**config.mk**
```make
export PLATFORM = sky130hd
export DESIGN_NAME = bus_rr_arbiter
export DESIGN_NICKNAME = d
export VERILOG_FILES = /design/src/rtl/bus_rr_arbiter.sv
export SDC_FILE = /design/constraint.sdc
export NUM_CORES = 1
export LEC_CHECK = 0
export ABC_CLOCK_PERIOD_IN_PS = 1800
export BUFFER_PORTS_ARGS = -buffer_cell sky130_fd_sc_hd__buf_2
export CELL_PAD_IN_SITES_DETAIL_PLACEMENT = 0
export CELL_PAD_IN_SITES_GLOBAL_PLACEMENT = 1
export CORE_MARGIN = 2
export CORE_UTILIZATION = 38
export CTS_CLUSTER_DIAMETER = 30
export CTS_CLUSTER_SIZE = 30
export DETAILED_ROUTE_END_ITERATION = 8
export PLACE_DENSITY = 0.8
export SYNTH_ARGS = -nofsm -noshare
export SYNTH_HDL_FRONTEND = slang
export SYNTH_SLANG_ARGS = --single-unit
export TNS_END_PERCENT = 5
```
**constraint.sdc**
```tcl
create_clock -name clk -period 1.8 [get_ports clk]
set_input_delay 0.36 -clock clk [delete_from_list [all_inputs] [get_ports clk]]
set_output_delay 0.36 -clock clk [all_outputs]
set_load 0.05 [all_outputs]
```
**src/rtl/bus_rr_arbiter.sv**
```systemverilog
// Four-master round-robin bus arbiter. Holds a grant for a whole access and
// aborts accesses whose muxed slave ready stays high for TIMEOUT cycles.
module bus_rr_arbiter #(
    parameter int TIMEOUT = 200,
    parameter int TMO_W   = 8
) (
    input  logic       clk,
    input  logic       reset_,
    input  logic       m0_req_,
    input  logic       m1_req_,
    input  logic       m2_req_,
    input  logic       m3_req_,
    output logic       m0_grnt_,
    output logic       m1_grnt_,
    output logic       m2_grnt_,
    output logic       m3_grnt_,
    output logic [1:0] owner,
    input  logic       bus_as_,
    input  logic       m_rdy_,
    output logic       bus_busy,
    output logic       bus_tmo
);

    typedef enum logic [1:0] {IDLE, OWNED, ACCESS, ABORT} state_t;

    localparam logic [TMO_W-1:0] CNT_LAST = TMO_W'(TIMEOUT - 1);
    localparam logic [TMO_W-1:0] CNT_MAX  = '1;

    state_t           state_q, state_d;
    logic [3:0]       gnt_n_q, gnt_n_d;
    logic [1:0]       owner_q, owner_d;
    logic             busy_q, busy_d;
    logic             tmo_q, tmo_d;
    logic [TMO_W-1:0] cnt_q, cnt_d;

    logic [3:0] req;
    logic       pick_vld;
    logic [1:0] pick_idx;
    logic       release_own;

    assign req = ~{m3_req_, m2_req_, m1_req_, m0_req_};

    // First requester after the current owner, wrapping round to the owner last.
    always_comb begin
        logic [1:0] idx;
        pick_vld = 1'b0;
        pick_idx = owner_q;
        for (int i = 1; i <= 4; i++) begin
            idx = owner_q + 2'(i);
            if (!pick_vld && req[idx]) begin
                pick_vld = 1'b1;
                pick_idx = idx;
            end
        end
    end

    always_comb begin
        state_d     = state_q;
        gnt_n_d     = gnt_n_q;
        owner_d     = owner_q;
        busy_d      = busy_q;
        tmo_d       = 1'b0;
        cnt_d       = cnt_q;
        release_own = 1'b0;

        case (state_q)
            IDLE: begin
                if (pick_vld) begin
                    state_d = OWNED;
                    owner_d = pick_idx;
                    gnt_n_d = ~(4'b0001 << pick_idx);
                    busy_d  = 1'b1;
                end
            end
            OWNED: begin
                if (!bus_as_) begin
                    state_d = ACCESS;
                    cnt_d   = '0;
                end else if (!req[owner_q]) begin
                    release_own = 1'b1;
                end
            end
            ACCESS: begin
                if (!m_rdy_) begin
                    if (req[owner_q]) state_d = OWNED;
                    else              release_own = 1'b1;
                end else if (cnt_q == CNT_LAST) begin
                    state_d = ABORT;
                    tmo_d   = 1'b1;
                end else if (cnt_q != CNT_MAX) begin
                    cnt_d = cnt_q + 1'b1;
                end
            end
            ABORT: begin
                if (req[owner_q]) state_d = OWNED;
                else              release_own = 1'b1;
            end
            default: state_d = IDLE;
        endcase

        // Owner has dropped its request, so the pick can only land on another master.
        if (release_own) begin
            if (pick_vld) begin
                state_d = OWNED;
                owner_d = pick_idx;
                gnt_n_d = ~(4'b0001 << pick_idx);
                busy_d  = 1'b1;
            end else begin
                state_d = IDLE;
                gnt_n_d = 4'hF;
                busy_d  = 1'b0;
            end
        end
    end

    always_ff @(posedge clk or negedge reset_) begin
        if (!reset_) begin
            state_q <= IDLE;
            gnt_n_q <= 4'hF;
            owner_q <= 2'd3;
            busy_q  <= 1'b0;
            tmo_q   <= 1'b0;
            cnt_q   <= '0;
        end else begin
            state_q <= state_d;
            gnt_n_q <= gnt_n_d;
            owner_q <= owner_d;
            busy_q  <= busy_d;
            tmo_q   <= tmo_d;
            cnt_q   <= cnt_d;
        end
    end

    assign {m3_grnt_, m2_grnt_, m1_grnt_, m0_grnt_} = gnt_n_q;
    assign owner    = owner_q;
    assign bus_busy = busy_q;
    assign bus_tmo  = tmo_q;

endmodule

```
-- Word-level counts from Yosys, hierarchy flattened
Cells that the tools add are included.
- shift operators: 1
- equality and inequality tests: 12
- add/sub/neg operators: 4
- bitwise gates (word level): 2
- $lt $le $gt $ge: 4
- reduce and logical (&&, ||, !) cells: 13
- muxes and demuxes: 48
- operator list (kind ; number):
    $mux 8 ; 4
    $mux 2 ; 14
    $mux 1 ; 19
    $mux 4 ; 4
    $pmux 8 s2 ; 1
    $lt 2x3->1 const B ; 4
    $add 8x1->8 const B ; 1
    $bmux 1 s2 ; 4
    $eq 8x8->1 const B ; 1
    $ne 2x2->1 const B ; 4
    $ne 8x8->1 const B ; 1
    $not 4->4 ; 2
    $pmux 2 s4 ; 1
    $ne 3x3->1 const B ; 2
    $reduce_bool 2->1 ; 3
    $reduce_and 5->1 ; 1
    $add 2x2->2 const B ; 2
    $eq 2x2->1 const B ; 2
    $ne 4x4->1 const B ; 1
    $shl 1x2->4 const A ; 1
    $logic_and 1x1->1 ; 3
    $logic_not 1->1 ; 3
    $pmux 1 s3 ; 1
    $reduce_and 3->1 ; 1
    other kinds (4) ; 4
- register bits: 18
- word-level logic and storage cells: 90
- output and inout bits: 8
- input port bits: 8

-- Longest topological paths before layout
- word-level depth: 18
- mapped depth: 7
- mapped depth without buffers: 6

-- Worst setup path before layout
No wires, ideal clock.
- path type: reg-to-reg
- start: register (tool-made name)
- end: register gnt_n_q[0]
- setup time: 83 ps
- clock period less this slack: 1960 ps
- stages on the path, launching flop included: 6
- setup slack: -160 ps
- arrival time: 1877 ps
- required time: 1717 ps
- buffers on the path: 2
- cells stage by stage: dfstp_2 -> buf_6 -> mux4_2 -> a22o_1 -> buf_6 -> a41oi_1
- RTL lines (item ; line ; text):
    end signal: assignment ; 126 ; gnt_n_q <= gnt_n_d;
    end: declaration ; 30 ; logic [3:0] gnt_n_q, gnt_n_d;

==> metrics <==
RePlAce Congestion 0.780; reg2reg setup slack 0.09 ns; CP required 2.04 ns; CP Capture Type flop; final net count 145; post-route cell area 1250 µm²; Slew Limit Headroom 66.3%; hold crit path type in -> reg; Ys Warns 0; CP Class reg -> reg; hpwl dp 1760 µm; share of post-route cells with drive strength above 1 27.4%; Worst Path Max Fanout 3; CTS tree built; antenna cells 0; die width 57.8 µm; syn nets 127; FP Rows 19; cts bufs inserted 3; final setup fails 0; First-pass DRT Iterations 5; maximum VDD drop 0.805 mV; RSZ-0062 raised after global routing yes; PD cells 1420 nW/µm²; die area 3340 µm²; total gr overflow 0; synthesis-to-finish area growth 14.0%; initial antenna violation count 0; Mapped Cells 118; P_leak 0.000534 µW; die height 57.8 µm; largest net degree at the start of global routing 19; Max clock buf depth 2; CTS H-tree lvls 1; global-route usage over all layers 16.2%; starting density of the core 39.8%; Syn Area/Cell 9.31 µm²; Final ANT Viol Nets 0; Synth Register Bits 18; WHS Path Cells 2; max-slew violations 0; Vias/cell 5.75; top cells by area, synth dfrtp_1 27%, dfstp_2 14%, nor2_1 6.2%; Post-DP Area 1190 µm²; fin cells 166; max cap viols 0; Top FF cell, synth dfrtp_1; PortBufs 15; worst path arrival time 1.95 ns; DR DRC count 0; 1st-iter DRT viols 49; Reg2Reg Depth 5; clock sink total 18; status finished, final reports clean; FMAX 0.585 GHz; core footprint 2760 µm²; via count 955; Synth area leader dfrtp_1; Top-Level Pins 16; register area share after synthesis 41.7%; Worst setup SP type flop; placed insts 161; vias in the first global route 879; fin crit period 1.71 ns; WL final 2380 µm; Netlist cell types 42; WHS Endpoint bus_tmo$_DFF_PN0_; CTS clock-pin slew for the worst setup and hold paths 0.10 ns; Setup WS pre-CTS 0.0742 ns; first-pass GRT wire length 4070 µm; clk root buf clkbuf_4; Final Hold Fails 0; Async SR Flop Fraction 100%; period utilization 94.9%; number of enable flip-flop cells after synthesis 0; Cell Area, Synth 1100 µm²; skew final 0.00189 ns; Routed wire per std cell 14.4 µm; setup bufs post-CTS 0; clock latency on the worst-skew pair 0.31 ns; hold path start m_rdy_; setup ws final 0.0909 ns; worst-margin pin slew 0.500 ns; Synth top area share 27.3%
[critical path, cell delays in order, from the launching register on]
cell	delay, ns
dfstp_2	0.56
mux4_2	0.52
o21ai_0	0.11
a22oi_2	0.13
nand2_1	0.12
mux2i_1	0.20
[layer usage]
metal	part of all wire, %	GRT usage, %	vias to the layer above
met1	47	20.9	462
met3	4.4	5.13	4
met2	47	25.2	21
li1	-	-	468
met4	1.6	6.31	0
met5	0	0	-
[cell usage after synthesis, types with 2 or more instances]
| library cell | instances |
|---|---|
| a21oi_1 | 6 |
| a31oi_1 | 2 |
| a41oi_1 | 4 |
| and2b_1 | 2 |
| buf_2 | 2 |
| buf_6 | 2 |
| dfrtp_1 | 12 |
| dfstp_2 | 6 |
| inv_1 | 6 |
| mux2i_1 | 2 |
| nand2_1 | 6 |
| nand2b_1 | 3 |
| nand3_1 | 4 |
| nand4_1 | 2 |
| nor2_1 | 18 |
| nor3_1 | 5 |
| nor4_1 | 3 |
| o21ai_0 | 5 |
| xnor2_1 | 5 |
[cell type report]
type                       instances  area, µm²
clock buffer                       4       36.3
fill                             274       1510
inverter                           6       22.5
multi-input combinational         89        597
sequential                        18        458
tap                               31       38.8
timing repair buffer              18        100
[cells in the final DEF, fill, tap and decap left out, types with 3 or more instances in the layout]
cell,instances
a41oi_1,4
inv_1,6
buf_2,15
nand3_1,4
dfstp_2,6
xnor2_1,5
a21oi_1,6
nor2_1,17
clkbuf_4,3
nand2_1,6
dfrtp_1,12
nand2b_1,3
o21ai_0,5
nor3_1,5
[worst max path at each step]
| stage | from | endpoint | cells past startpoint |
|---|---|---|---|
| final | flop | flop | 5 |
| after global routing | flop | flop | 5 |
| after CTS | flop | gnt_n_q[1]$_DFFE_PN1P_ | 3 |
| after detailed placement | flop | gnt_n_q[1]$_DFFE_PN1P_ | 3 |
| after global placement | flop | gnt_n_q[1]$_DFFE_PN1P_ | 3 |
| after floorplan | flop | gnt_n_q[0]$_DFFE_PN1P_ | 5 |
[logic make-up (layout without fill, tap and decap cells)]
kind of cell               count (synthesis)  after routing  share of synthesized area (%)
and+or+nand+nor                           50             50                           24.0
DFF                                       18             18                           41.7
buffers and inverters                     11             28                           5.35
AOI/OAI and AO/OA                         28             28                           17.5
xor gates and xnor gates                   5              5                           3.99
muxes                                      5              5                           6.26
adders and majority gates                  1              1                           1.14
[repair_timing]
item                                   in CTS  in global routing
endpoints found under the hold margin      12                  0
gates resized for setup                     0                  4
setup endpoints to repair                   0                  4
hold buffers                                1                  0
[where the power goes]
part / leakage, µW / total [µW] / internal (µW) / switching (µW)
sequential: 0.000223 / 649 / 539 / 110
combinational: 0.000290 / 880 / 302 / 578
clock: 0.0000210 / 256 / 124 / 132
total: 0.000534 / 1780 / 965 / 820
[through the flow]
stage                     total power [µW]  utilization [%]  setup TNS, ns  hold WS [ns]
after floorplan                       1360                -         -0.904        0.0644
after detailed placement              1520             43.2              0         0.315
after global routing                  1900             45.4        -0.0219         0.356
after CTS                             1780             44.9              0         0.338
after global placement                1490             43.2              0         0.303
final                                 1780             45.4              0         0.348
(Power assumes the default switching activity.)
